--- src/rtl/spi_frame_slave.sv ---
// SPI frame slave: receives a FRAME_W-bit command MSB-first and then returns a RESP_W-bit response.
// Latency: rx_frame/rx_valid update 1 clk after the synchronized final sample edge (SYNC_STAGES+1 clk after the pin).
// Backpressure: none. The SPI master sets the pace, and tx_load may be applied at any time.
//
// Ports:
//   clk, rst_n          system clock, async active-low reset
//   sclk, cs_n, mosi    SPI inputs (asynchronous to clk)
//   miso, miso_oe       serial response and its tristate enable
//   rx_frame, rx_valid  last complete command and its one-clk update strobe
//   tx_data, tx_load    response word and the strobe that loads it into the holding register
//   tx_stale            holding register not reloaded since it was last sent
//   abort_cnt           saturating count of frames cut short by cs_n
module spi_frame_slave #(
   parameter int FRAME_W     = 24,
   parameter int RESP_W      = 8,
   parameter int CPOL        = 0,
   parameter int CPHA        = 0,
   parameter int SYNC_STAGES = 2
) (
   input  logic               clk,
   input  logic               rst_n,
   input  logic               sclk,
   input  logic               cs_n,
   input  logic               mosi,
   output logic               miso,
   output logic               miso_oe,
   output logic [FRAME_W-1:0] rx_frame,
   output logic               rx_valid,
   input  logic [RESP_W-1:0]  tx_data,
   input  logic               tx_load,
   output logic               tx_stale,
   output logic [7:0]         abort_cnt
);

   localparam int RX_CNT_W = $clog2(FRAME_W + 1);
   localparam int TX_CNT_W = $clog2(RESP_W + 1);
   localparam logic [RX_CNT_W-1:0] RX_LAST = RX_CNT_W'(FRAME_W - 1);
   localparam logic [TX_CNT_W-1:0] TX_LAST = TX_CNT_W'(RESP_W - 1);
   localparam logic [2:0] FILL_N = 3'(SYNC_STAGES);
   localparam logic SCLK_IDLE = (CPOL != 0);

   typedef enum logic [1:0] {IDLE, RX, TX, DONE} state_t;

   state_t state_q, state_d;

   logic [SYNC_STAGES-1:0] sclk_sync_q, sclk_sync_d;
   logic [SYNC_STAGES-1:0] cs_sync_q, cs_sync_d;
   logic [SYNC_STAGES-1:0] mosi_sync_q, mosi_sync_d;
   logic sclk_prev_q, sclk_prev_d;
   logic cs_prev_q, cs_prev_d;
   logic [2:0] fill_q, fill_d;
   logic cs_armed_q, cs_armed_d;
   logic [FRAME_W-2:0] rx_shift_q, rx_shift_d;
   logic [RX_CNT_W-1:0] rx_cnt_q, rx_cnt_d;
   logic [FRAME_W-1:0] rx_frame_q, rx_frame_d;
   logic rx_valid_q, rx_valid_d;
   logic [RESP_W-1:0] hold_q, hold_d;
   logic tx_stale_q, tx_stale_d;
   logic [RESP_W-1:0] tx_shift_q, tx_shift_d;
   logic [TX_CNT_W-1:0] tx_cnt_q, tx_cnt_d;
   logic miso_bit_q, miso_bit_d;
   logic [7:0] abort_cnt_q, abort_cnt_d;

   logic sclk_s, cs_s, mosi_s;
   logic sclk_rise, sclk_fall, lead_edge, trail_edge, sample_edge, shift_edge;
   logic cs_fall, rx_done, tx_done, abort;
   logic [FRAME_W-1:0] rx_word;

   assign sclk_s = sclk_sync_q[SYNC_STAGES-1];
   assign cs_s   = cs_sync_q[SYNC_STAGES-1];
   assign mosi_s = mosi_sync_q[SYNC_STAGES-1];

   assign sclk_rise   = sclk_s & ~sclk_prev_q;
   assign sclk_fall   = ~sclk_s & sclk_prev_q;
   assign lead_edge   = (CPOL != 0) ? sclk_fall : sclk_rise;
   assign trail_edge  = (CPOL != 0) ? sclk_rise : sclk_fall;
   assign sample_edge = (CPHA != 0) ? trail_edge : lead_edge;
   assign shift_edge  = (CPHA != 0) ? lead_edge : trail_edge;

   // The synchronizers come out of reset holding preset values rather than samples.
   // A falling cs_n is therefore accepted only after cs_n has really been seen high.
   // This prevents a frame that began during reset from being picked up halfway through.
   assign cs_fall = cs_armed_q & cs_prev_q & ~cs_s;
   assign rx_done = (state_q == RX) & ~cs_s & sample_edge & (rx_cnt_q == RX_LAST);
   assign tx_done = (state_q == TX) & ~cs_s & sample_edge & (tx_cnt_q == TX_LAST);
   assign abort   = cs_s & ((state_q == RX) | (state_q == TX));
   assign rx_word = {rx_shift_q, mosi_s};

   // State register
   always_ff @(posedge clk or negedge rst_n) begin
      if (!rst_n) begin
         state_q <= IDLE;
      end else begin
         state_q <= state_d;
      end
   end

   // Next-state logic
   always_comb begin
      state_d = state_q;
      if (cs_s) begin
         state_d = IDLE;
      end else begin
         case (state_q)
            IDLE:    if (cs_fall) state_d = RX;
            RX:      if (rx_done) state_d = TX;
            TX:      if (tx_done) state_d = DONE;
            default: state_d = state_q;
         endcase
      end
   end

   // Outputs: miso is driven only while the response is being shifted out.
   always_comb begin
      miso    = (state_q == TX) ? miso_bit_q : 1'b0;
      miso_oe = (state_q != IDLE);
   end

   // Datapath
   always_comb begin
      sclk_sync_d = {sclk_sync_q[SYNC_STAGES-2:0], sclk};
      cs_sync_d   = {cs_sync_q[SYNC_STAGES-2:0], cs_n};
      mosi_sync_d = {mosi_sync_q[SYNC_STAGES-2:0], mosi};
      sclk_prev_d = sclk_s;
      cs_prev_d   = cs_s;
      fill_d      = (fill_q == FILL_N) ? fill_q : fill_q + 3'd1;
      cs_armed_d  = cs_armed_q | ((fill_q == FILL_N) & cs_s);
      rx_shift_d  = rx_shift_q;
      rx_cnt_d    = rx_cnt_q;
      rx_frame_d  = rx_frame_q;
      rx_valid_d  = 1'b0;
      hold_d      = hold_q;
      tx_stale_d  = tx_stale_q;
      tx_shift_d  = tx_shift_q;
      tx_cnt_d    = tx_cnt_q;
      miso_bit_d  = miso_bit_q;
      abort_cnt_d = abort_cnt_q;

      if (state_q == IDLE || cs_s) begin
         // Any partial frame is discarded when the FSM idles or cs_n is released.
         rx_shift_d = '0;
         rx_cnt_d   = '0;
         tx_cnt_d   = '0;
         miso_bit_d = 1'b0;
      end else if (state_q == RX && sample_edge) begin
         rx_shift_d = rx_word[FRAME_W-2:0];
         rx_cnt_d   = rx_cnt_q + RX_CNT_W'(1);
         if (rx_cnt_q == RX_LAST) begin
            rx_frame_d = rx_word;
            rx_valid_d = 1'b1;
            tx_shift_d = hold_q;
            tx_stale_d = 1'b1;
            tx_cnt_d   = '0;
            miso_bit_d = 1'b0;
         end
      end else if (state_q == TX) begin
         if (shift_edge) begin
            miso_bit_d = tx_shift_q[RESP_W-1];
            tx_shift_d = tx_shift_q << 1;
         end
         if (sample_edge) begin
            tx_cnt_d = tx_cnt_q + TX_CNT_W'(1);
         end
      end

      if (abort && abort_cnt_q != 8'hFF) begin
         abort_cnt_d = abort_cnt_q + 8'd1;
      end

      // This comes after the frame-completion copy. On a same-clk collision the old word
      // has already been taken for sending, and the new word remains fresh.
      if (tx_load) begin
         hold_d     = tx_data;
         tx_stale_d = 1'b0;
      end
   end

   always_ff @(posedge clk or negedge rst_n) begin
      if (!rst_n) begin
         sclk_sync_q <= {SYNC_STAGES{SCLK_IDLE}};
         cs_sync_q   <= {SYNC_STAGES{1'b1}};
         mosi_sync_q <= '0;
         sclk_prev_q <= SCLK_IDLE;
         cs_prev_q   <= 1'b1;
         fill_q      <= '0;
         cs_armed_q  <= 1'b0;
         rx_shift_q  <= '0;
         rx_cnt_q    <= '0;
         rx_frame_q  <= '0;
         rx_valid_q  <= 1'b0;
         hold_q      <= '0;
         tx_stale_q  <= 1'b1;
         tx_shift_q  <= '0;
         tx_cnt_q    <= '0;
         miso_bit_q  <= 1'b0;
         abort_cnt_q <= '0;
      end else begin
         sclk_sync_q <= sclk_sync_d;
         cs_sync_q   <= cs_sync_d;
         mosi_sync_q <= mosi_sync_d;
         sclk_prev_q <= sclk_prev_d;
         cs_prev_q   <= cs_prev_d;
         fill_q      <= fill_d;
         cs_armed_q  <= cs_armed_d;
         rx_shift_q  <= rx_shift_d;
         rx_cnt_q    <= rx_cnt_d;
         rx_frame_q  <= rx_frame_d;
         rx_valid_q  <= rx_valid_d;
         hold_q      <= hold_d;
         tx_stale_q  <= tx_stale_d;
         tx_shift_q  <= tx_shift_d;
         tx_cnt_q    <= tx_cnt_d;
         miso_bit_q  <= miso_bit_d;
         abort_cnt_q <= abort_cnt_d;
      end
   end

   assign rx_frame  = rx_frame_q;
   assign rx_valid  = rx_valid_q;
   assign tx_stale  = tx_stale_q;
   assign abort_cnt = abort_cnt_q;

endmodule

--- config.mk ---
export PLATFORM = sky130hd
export DESIGN_NAME = spi_frame_slave
export DESIGN_NICKNAME = d
export VERILOG_FILES = /design/src/rtl/spi_frame_slave.sv
export SDC_FILE = /design/constraint.sdc
export NUM_CORES = 1
export LEC_CHECK = 0
export BUFFER_PORTS_ARGS = -buffer_cell sky130_fd_sc_hd__buf_4
export CAP_MARGIN = 5
export CORE_MARGIN = 5
export CORE_UTILIZATION = 60
export CTS_BUF_LIST = sky130_fd_sc_hd__clkbuf_2
export DETAILED_ROUTE_END_ITERATION = 7
export PLACE_DENSITY = 0.82
export SYNTH_ARGS = -nofsm -noshare
export SYNTH_HDL_FRONTEND = slang
export SYNTH_SLANG_ARGS = --single-unit
export TNS_END_PERCENT = 50
--- constraint.sdc ---
create_clock -name clk -period 2.86 [get_ports clk]
set_input_delay 0.572 -clock clk [delete_from_list [all_inputs] [get_ports clk]]
set_output_delay 0.572 -clock clk [all_outputs]
set_load 0.02 [all_outputs]
Yosys cells after proc, flatten, opt, wreduce, memory -nomap -nowiden
Index checks and enable logic that the tools add are counted.
{"block": "op_classes", "n_mul": 0, "addsub": 4, "n_bitwise": 18, "magnitude_cmp": 0, "muxes": 31, "eq_ne": 12, "reduce_logical": 20, "div": 0, "n_shift": 0}
{"operator": "2-to-1 mux 23 bit", "n": 2}
{"operator": "2-to-1 mux 8 bit", "n": 4}
{"operator": "2-to-1 mux 4 bit", "n": 5}
{"operator": "2-to-1 mux 1 bit", "n": 13}
{"operator": "bitwise AND 1 bit", "n": 12}
{"operator": "!= test 3 bit, second input constant", "n": 4}
{"operator": "AND reduction 3 bit", "n": 4}
{"operator": "nonzero test 2 bit", "n": 6}
{"operator": "2-to-1 mux 5 bit", "n": 2}
{"operator": "nonzero test 3 bit", "n": 3}
{"operator": "adder 8 x 1 -> 8 bit, second input constant", "n": 1}
{"operator": "2-to-1 mux 2 bit", "n": 4}
{"operator": "!= test 8 bit, second input constant", "n": 1}
{"operator": "AND reduction 4 bit", "n": 2}
{"operator": "one-hot mux 2 bit (3 select lines)", "n": 1}
{"operator": "adder 5 x 1 -> 5 bit, second input constant", "n": 1}
{"operator": "== test 5 bit, second input constant", "n": 1}
{"operator": "adder 4 x 1 -> 4 bit, second input constant", "n": 1}
{"operator": "== test 4 x 3 -> 1 bit, second input constant", "n": 1}
{"operator": "!= test 2 bit, second input constant", "n": 2}
{"operator": "NOT 1 bit", "n": 4}
{"operator": "nonzero test 4 bit", "n": 1}
{"operator": "adder 3 x 1 -> 3 bit, second input constant", "n": 1}
{"operator": "== test 3 x 2 -> 1 bit, second input constant", "n": 1}
{"operator": "other kinds (6)", "n": 8}
{"block": "totals", "reg_bits": 97, "latchBits": 0, "wordCells": 103, "ram_bits": 0, "inputBits": 14, "mem_count": 0, "out_inout_bits": 36, "romBits": 0}

Depth between registers and ports, before layout
Gate-level depths: netlist of run 1.
{"block": "depth", "word_depth": 7, "mapped_depth": 8}

Worst setup path before layout of run 1
Ideal clock, no wire load.
{"block": "synth_timing", "kind": "reg2reg", "start": "register state_q[0]", "end": "register rx_frame_q[10], in the netlist rx_frame[10]", "synth_period_minus_slack_ps": 2031, "stages_incl_launch_ff": 8, "slack_ps": 829, "setup_ps": 125, "arrival_ps": 1906, "required_ps": 2735, "n_path_buf": 2, "path_cell_list": "dfrtp_1 inv_1 ha_1 or2_1 buf_2 nor3_4 buf_6 mux2_2"}
{"block": "synth_between", "elab_chain_len": 4, "word_cells_on_any_way": 6}
{"item": "start, declared", "line_no": "44", "text": "state_t state_q, state_d;"}
{"item": "start signal, assigned", "line_no": "94", "text": "state_q <= state_d;"}
{"item": "logical NOT 2 bit", "line_no": "139", "text": "if (state_q == IDLE || cs_s) begin"}
{"item": "logical OR 1 bit", "line_no": "139"}
{"item": "NOT 1 bit (no source line)"}
{"item": "AND reduction 3 bit (no source line) *"}
{"item": "end signal, assigned", "line_no": "207", "text": "rx_frame_q <= rx_frame_d;"}
{"item": "end, declared", "line_no": "55", "text": "logic [FRAME_W-1:0] rx_frame_q, rx_frame_d;"}
Mark *: on every way between the ends. The rest lies on a longest branch, timed or not.
A chain may end at the register's enable or synchronous reset.

Worst setup path after layout of run 1
{"block": "layout_timing", "start": "register state_q[0]", "end": "output miso"}
{"block": "layout_between", "elab_chain_len": 2}
{"item": "== test 2 bit", "line_no": "115", "text": "miso = (state_q == TX) ? miso_bit_q : 1'b0;"}
{"item": "2-to-1 mux 1 bit", "line_no": "115"}
{"item": "end, declared", "line_no": "25", "text": "output logic miso,"}
No other way between the ends.

==> impl_metrics.json, run 1 <==
{
  "status": "completed",
  "worstMarginPinSlew_ns": 0.800,
  "worstPathRequired_ns": 2.29,
  "cp.arrival_ns": 1.70,
  "antenna_found_initial": 0,
  "finalClockSkew_ns": 0.0319,
  "syn2layout_area_growth_pct": 14.5,
  "leakagePower_nw": 2.25,
  "cts_resized": 0,
  "core_area_mm2": 0.00646,
  "whs_ns": 0.0290,
  "syn_avg_cell_area_um2": 11.7,
  "cts_buffer_depth": 2,
  "endpoint_kind": "output pin",
  "async_flop_share_pct": 100,
  "clk_latency_ns": 0.56,
  "fin_nets": 420,
  "startpoint_type": "flip-flop",
  "synth.area.top_cells": "dfrtp_1 58%, mux2_2 11%, nand2_1 6.9%",
  "synth_cells": 344,
  "grt_pass1_wl_um": 12800,
  "post_cts_buffers": 0,
  "synth.top_cell.area_share_pct": 57.7,
  "ir_worst_vdd_mv": 0.477,
  "synth_edf_count": 0,
  "synth_nets": 367,
  "drv_cap": 0,
  "cts_tree": "built",
  "dr_total_vias": 2636,
  "rsz0062_at_grt": "no",
  "wl_per_cell_um": 15.1,
  "finalCritPeriodShare_pct": 79.6,
  "maxSlewViolCount": 0,
  "final_hold_viol_count": 0,
  "ys_warn_count": 0,
  "die_w_um": 92.0,
  "dp_cells": 463,
  "fin_cells": 479,
  "multiInputGateArea_mm2": 0.00150,
  "worst_hold_path_type": "in2async",
  "ys.flop_type": "dfrtp_1",
  "cts.sinks": 97,
  "die_h_um": 92.0,
  "setup_viol": 0,
  "ys_seq_elements": 97,
  "clock.fmax_mhz": 440,
  "first_pass_iters": 4,
  "synth.distinct_cells": 41,
  "antenna_cells": 0,
  "via_per_inst": 5.50,
  "ctsHoldBuffers": 0,
  "rows": 29,
  "grt_pass1_vias": 2660,
  "n_fill_cell": 456,
  "path_max_fanout": 5,
  "ios": 50,
  "root_buffer": "clkbuf_2",
  "netlist_area_mm2": 0.00403,
  "grt_max_degree": 60,
  "drt_wl_total_um": 7230,
  "regArea_mm2": 0.00243,
  "port-buffer-count": 49,
  "yosys.area.top_type": "dfrtp_1",
  "tns_ns": 0,
  "clkTransAtPathRegs_ns": 0.30,
  "powerDensity_mw_per_mm2": 596,
  "place.gp.congestion": 0.889,
  "place_hpwl_um": 4960,
  "yosys-top-cells-count": "93 x dfrtp_1, 74 x nand2_1, 39 x mux2_2",
  "fin_crit_ns": 2.28,
  "overflow": 0,
  "initial_utilization_pct": 62.4,
  "drive_gt1_share_pct": 30.1,
  "relSlewSlack_pct": 46.6,
  "critical_path_class": "reg2out",
  "yosysSeqAreaShare_pct": 60.3,
  "cts_made_buffers": 9,
  "grt_usage_pct": 18.7,
  "design.die.area_mm2": 0.00846,
  "drtIter0Drc": 98,
  "total_power_w": 0.00275,
  "htreeDepth": 3,
  "drc_errors": 0,
  "post-synth-top-count-cell": "dfrtp_1",
  "ant_nets": 0
}
-- power by group --
group          internal, W  leakage (nW)  total, W  switching [W]
clock             0.000234        0.0844  0.000743       0.000508
sequential         0.00144          1.29   0.00151      0.0000692
combinational     0.000196         0.872  0.000501       0.000304
-- cell families after synthesis --
family                   count (synthesis)  share of synthesized area (%)
AO/OA/AOI/OAI                           40                           5.93
XOR/XNOR                                12                           2.61
adder cells (fa/ha/maj)                  9                           2.79
buffers and inverters                   22                           2.48
flip-flops                              97                           60.3
multiplexers                            46                           12.7
AND/OR/NAND/NOR                        118                           13.2
-- critical path, cell delays in order, from the launching register on --
cell,delay (ns)
dfrtp_1,0.51
inv_1,0.09
ha_1,0.25
and2_1,0.15
buf_4,0.15
-- per-stage QoR --
stage | utilization [%] | setup slack [ns] | area (um2)
3_5_place_dp | 69.4 | 0.654 | 4480
5_1_grt | 71.5 | 0.396 | 4620
4_1_cts | 71.5 | 0.558 | 4620
3_3_place_gp | 69.4 | 0.785 | 4480
2_1_floorplan | - | 0.829 | 4030
6_report | 71.5 | 0.585 | 4620
-- per-layer routing --
metal / routed length, um / up-vias / global-route usage [%]
met5: 0 / - / 0
met4: 76 / 0 / 4.95
met3: 238 / 9 / 4.01
met2: 3590 / 47 / 29.5
met1: 3320 / 1310 / 26.6
li1: - / 1270 / -
-- layout by cell type, fill, tap and decap left out, drive strengths merged, types with 2 or more instances in the layout --
master  instances
and2            2
nor2           14
dfrtp          93
clkbuf          9
inv            13
dfstp           4
a21oi          26
o21ai           4
a31oi           2
nor2b           3
nand3b          2
mux2i           5
nand2b          3
nand4           3
mux2           41
ha              9
nand3           7
xor2            9
buf            56
xnor2           3
nand2          74
nor3            4
or2             2
-- worst paths after layout --
| kind | depth (start not counted) | slack, ns | end | start |
|---|---|---|---|---|
| worst max-delay path | 4 | 0.58 | miso | state_q[0] |
| worst min-delay path | 1 | 0.03 | tx_shift_q[7] | rst_n |
| worst max register to register | 6 | 0.59 | tx_cnt_q[0] | state_q[1] |
| worst min register to register | 0 | 0.38 | cs_sync_q[1] | cs_sync_q[0] |
| max in group asynchronous | 2 | 2.06 | tx_stale | rst_n |
| min in group clk | 1 | 0.11 | mosi_sync_q[0] | mosi |
-- sequential cells by signal, indices dropped and copies added, names as in the netlist --
signal,flops
rx_frame,24
rx_shift_q,23
abort_cnt,8
hold_q,8
tx_shift_q,8
rx_cnt_q,5
tx_cnt_q,4
fill_q,3
cs_sync_q,2
mosi_sync_q,2
sclk_sync_q,2
state_q,2
cs_armed_q,1
cs_prev_q,1
miso_bit_q,1
rx_valid,1
sclk_prev_q,1
tx_stale,1
-- final cells by class --
cell class / instances / area share, %
Sequential cell: 97 / 52.7
Multi-Input combinational cell: 225 / 32.5
Timing Repair Buffer: 56 / 9.11
Tap cell: 77 / 2.09
Clock inverter: 7 / 2.01
Clock buffer: 9 / 0.976
Inverter: 8 / 0.650
(Power assumes the default switching activity.)
==> inputs of run 2 (changes only) <==
- clock period: 2.86 -> 2.3 ns (I/O delays scaled with it)
==> impl_metrics.json, run 2 (synthesis results as in run 1) <==
{
  "ant_nets": 0,
  "initial_utilization_pct": 62.4,
  "cp-startpoint": "state_q[0]",
  "via_per_inst": 5.46,
  "r2r_end": "rx_frame[19]",
  "place_hpwl_um": 4910,
  "drv_cap": 0,
  "worstMarginPinSlew_ns": 0.570,
  "r2r-start": "state_q[0]",
  "drive_gt1_share_pct": 29.6,
  "port-buffer-count": 49,
  "startpoint_type": "flip-flop",
  "relSlewSlack_pct": 62.0,
  "combPwrFrac_pct": 18.3,
  "cts_buffer_depth": 2,
  "cp_num_cells": 4,
  "layout_common_cells": "93 x dfrtp_1, 74 x nand2_1, 53 x buf_4",
  "final_hold_viol_count": 0,
  "cp.arrival_ns": 1.64,
  "powerDensity_mw_per_mm2": 748,
  "fin_crit_ns": 2.10,
  "ff2ff_setup_slack_ns": 0.25,
  "antenna_cells": 0,
  "leakagePower_nw": 2.29,
  "core_area_mm2": 0.00646,
  "worst-path-buf-inv": 2,
  "wl_per_cell_um": 15.1,
  "antenna_found_initial": 0,
  "root_buffer": "clkbuf_2",
  "slowest_delay_ns": 0.48,
  "fin_nets": 424,
  "status": "completed",
  "path_max_fanout": 5,
  "cts.sinks": 97,
  "grt_pass1_vias": 2757,
  "rsz0062_at_grt": "no",
  "crit_end": "miso",
  "switching_share_pct": 28.8,
  "finalClockSkew_ns": 0.0206,
  "p_int_w": 0.00251,
  "ios": 50,
  "tns_ns": 0,
  "setup_viol": 0,
  "endpoint_kind": "output pin",
  "place.gp.congestion": 0.880,
  "grt_usage_pct": 18.8,
  "cts_made_buffers": 9,
  "design.die.area_mm2": 0.00846,
  "rows": 29,
  "die_h_um": 92.0,
  "dr_total_vias": 2635,
  "crit_slowest_cell": "dfrtp_1",
  "overflow": 0,
  "ir_worst_vdd_mv": 0.607,
  "post_cts_buffers": 0,
  "seqPwrFrac_pct": 53.0,
  "die_w_um": 92.0,
  "maxSlewViolCount": 0,
  "drtIter0Drc": 131,
  "cts_resized": 0,
  "grt_pass1_wl_um": 12900,
  "clock.fmax_mhz": 477,
  "grt_max_degree": 46,
  "p_sw_w": 0.00102,
  "syn2layout_area_growth_pct": 17.0,
  "path_cells": "inv_1, ha_1, and2_1, buf_4",
  "drt_wl_total_um": 7280,
  "r2r_cells": 6,
  "clock_power_share_pct": 28.8,
  "first_pass_iters": 4,
  "whs_ns": 0.139,
  "drc_errors": 0,
  "largest_reg_flops": 24,
  "cts_tree": "built",
  "htreeDepth": 3,
  "worstPathRequired_ns": 1.84,
  "critical_path_class": "reg2out",
  "clk_latency_ns": 0.51,
  "final_common_cell": "dfrtp_1",
  "worst_hold_path_type": "in2reg",
  "clkTransAtPathRegs_ns": 0.25,
  "finalCritPeriodShare_pct": 91.2,
  "cp_top_family": "flip-flops"
}
-- run 2: worst min-delay path by stage --
| stage | start | endpoint | depth (start not counted) |
|---|---|---|---|
| CTS | tx_load | tx_stale | 2 |
| global route | tx_load | tx_stale | 2 |
| detailed placement | sclk_sync_q[0] | sclk_sync_q[1] | 0 |
| floorplan | rst_n | abort_cnt[0] | 0 |
| global placement | mosi_sync_q[0] | mosi_sync_q[1] | 0 |
| finish | tx_load | tx_stale | 2 |
-- run 2: through the flow --
| stage | instance area (um2) | total power, W | instances | setup slack, ns | utilization [%] |
|---|---|---|---|---|---|
| 2_1_floorplan | 4030 | 0.00230 | 344 | 0.269 | - |
| 3_3_place_gp | 4520 | 0.00251 | 463 | 0.363 | 69.9 |
| 3_5_place_dp | 4520 | 0.00254 | 463 | 0.278 | 69.9 |
| 4_1_cts | 4720 | 0.00356 | 483 | 0.173 | 73.1 |
| 5_1_grt | 4720 | 0.00371 | 483 | 0.0910 | 73.1 |
| 6_report | 4720 | 0.00353 | 483 | 0.203 | 73.1 |
-- run 2: cell type report --
type | instances | area (um2)
Clock inverter | 7 | 116
Fill cell | 460 | 1740
Tap cell | 77 | 96.3
Clock buffer | 9 | 45.0
Multi-Input combinational cell | 225 | 1500
Inverter | 8 | 30.0
Timing Repair Buffer | 60 | 498
Sequential cell | 97 | 2430
-- run 2: power groups by stage --
stage / Sequential (W) / Clock [W] / Combinational [W]
after global routing: 0.00189 / 0.00111 / 0.000713
after CTS: 0.00187 / 0.00104 / 0.000649
final: 0.00187 / 0.00101 / 0.000644
after global placement: 0.00189 / 0 / 0.000618
after floorplan: 0.00193 / 0 / 0.000369
after detailed placement: 0.00190 / 0 / 0.000638
-- run 2: worst reg2reg max path, delay by kind of cell, from the launching register on --
family | cells | cell delay (ns)
buf+inv | 2 | 0.30
mux | 1 | 0.36
flops | 1 | 0.48
simple gates | 2 | 0.58
fa+ha+maj | 1 | 0.26
-- run 2: repair_timing --
item                       CTS  global route
hold buffers                 4             0
setup endpoints to repair    0             0
hold endpoints to repair    42             0
-- run 2: routing by layer --
layer | up-vias | wire, um | global-route usage (%) | part of all wire, %
li1 | 1265 | - | - | -
met1 | 1304 | 3200 | 25.9 | 44
met2 | 53 | 3730 | 29.9 | 51
met3 | 13 | 230 | 3.03 | 3.2
met4 | 0 | 121 | 8.04 | 1.7
met5 | - | 0 | 0 | 0
==> inputs of run 3 (changes only) <==
- CORE_UTILIZATION: 60 -> 45
- PLACE_DENSITY: 0.82 -> 0.64
- SLEW_MARGIN: not set -> 20
==> impl_metrics.json, run 3 (synthesis results as in run 1) <==
{
  "placed_area_mm2": 0.00456,
  "fin_ws_ns": 0.184,
  "drc_errors": 0,
  "post-place-ws_ns": 0.270,
  "rsz0062_at_grt": "no",
  "via_per_inst": 5.04,
  "syn2layout_area_growth_pct": 18.0,
  "overflow": 0,
  "cts.sinks": 97,
  "ant_nets": 0,
  "place.gp.congestion": 0.784,
  "clock.fmax_mhz": 473,
  "tns_ns": 0,
  "relSlewSlack_pct": 67.3,
  "setup_viol": 0,
  "leakagePower_nw": 2.29,
  "path_max_fanout": 5,
  "initial_utilization_pct": 46.2,
  "core_area_mm2": 0.00872,
  "maxSlewViolCount": 0,
  "grt_pass1_wl_um": 12800,
  "wl_per_cell_um": 13.7,
  "drv_cap": 0,
  "crit_slowest_cell": "dfrtp_2",
  "finalClockSkew_ns": 0.0373,
  "endpoint_kind": "output pin",
  "cts_buffer_depth": 2,
  "final_area_mm2": 0.00476,
  "drtIter0Drc": 89,
  "ios": 50,
  "cts_tree": "built",
  "grt_pass1_vias": 2696,
  "drive_gt1_share_pct": 30.7,
  "startpoint_type": "flip-flop",
  "total_power_w": 0.00348,
  "slowest_delay_ns": 0.50,
  "finalCritPeriodShare_pct": 92.0,
  "grt_max_degree": 35,
  "drt_wl_total_um": 7090,
  "worstMarginPinSlew_ns": 0.488,
  "port-buffer-count": 49,
  "final_hold_viol_count": 0,
  "htreeDepth": 3,
  "antenna_found_initial": 0,
  "worst_hold_path_type": "in2reg",
  "place_hpwl_um": 4920,
  "rows": 34,
  "clkTransAtPathRegs_ns": 0.26,
  "critical_path_class": "reg2out",
  "fin_crit_ns": 2.12,
  "cts_made_buffers": 9,
  "powerDensity_mw_per_mm2": 732,
  "die_h_um": 105,
  "dr_total_vias": 2609,
  "layout_common_cells": "92 x dfrtp_1, 74 x nand2_1, 59 x buf_4",
  "worstPathRequired_ns": 1.84,
  "clk_latency_ns": 0.55,
  "antenna_cells": 0,
  "status": "completed",
  "largest_reg_flops": 24,
  "final_common_cell": "dfrtp_1",
  "cp.arrival_ns": 1.66,
  "first_pass_iters": 4,
  "fin_nets": 428,
  "path_cells": "inv_1, ha_1, and2_1, buf_4",
  "grt_usage_pct": 13.9,
  "n_fill_cell": 774,
  "die_w_um": 105,
  "design.die.area_mm2": 0.0110,
  "ir_worst_vdd_mv": 0.407,
  "root_buffer": "clkbuf_2"
}
[run 3: critical path, delay by kind of cell (launching register included)]
kind	cells	cell delay, ns
and+or+nand+nor	1	0.18
buffers and inverters	2	0.24
DFF	1	0.50
adders and majority gates	1	0.21
[run 3: what timing repair did]
action | in CTS | in global routing
setup buffers | 0 | 0
hold buffers | 4 | 0
endpoints found under the setup margin | 0 | 1
resized for setup | 0 | 1
endpoints found under the hold margin | 30 | 0
[run 3: through the flow]
stage / util (%) / hold WS, ns / std cells
2_1_floorplan: - / 0.164 / 344
3_3_place_gp: 52.3 / 0.334 / 498
3_5_place_dp: 52.3 / 0.335 / 498
4_1_cts: 54.5 / 0.0675 / 518
5_1_grt: 54.6 / 0.0426 / 518
6_report: 54.6 / 0.110 / 518
[run 3: worst paths after layout]
| path | from | to | slack (ns) | cells after the start |
|---|---|---|---|---|
| max | state_q[0] | miso | 0.18 | 4 |
| min | tx_load | tx_stale | 0.11 | 2 |
| max reg2reg | state_q[0] | tx_cnt_q[3] | 0.28 | 7 |
| min reg2reg | cs_sync_q[0] | cs_sync_q[1] | 0.37 | 0 |
| max in group asynchronous | rst_n | cs_sync_q[1] | 1.32 | 3 |
| min in group asynchronous | rst_n | rx_shift_q[11] | 0.31 | 2 |
[run 3: layout make-up]
class	instances	area (um2)	share of cell area (%)
sequential	97	2430	51.1
clock buffer	9	45.0	0.947
clock inverter	7	111	2.34
multi-input combinational	225	1500	31.5
timing repair buffer	64	503	10.6
tap	108	135	2.84
inverter	8	30.0	0.631
[run 3: per-layer routing]
layer  vias to the layer above  share of wire (%)  global-route usage [%]
met5                         -                  0                       0
li1                       1281                  -                       -
met1                      1279                 48                    18.7
met4                         0                1.4                    4.11
met2                        41                 46                    22.0
met3                         8                4.7                    4.13
[run 3: where the power goes]
part           leakage, nW  total (W)  switching, W  internal, W
Combinational        0.913   0.000633      0.000373     0.000259
Clock               0.0903   0.000977      0.000594     0.000384
Sequential            1.29    0.00187     0.0000836      0.00179
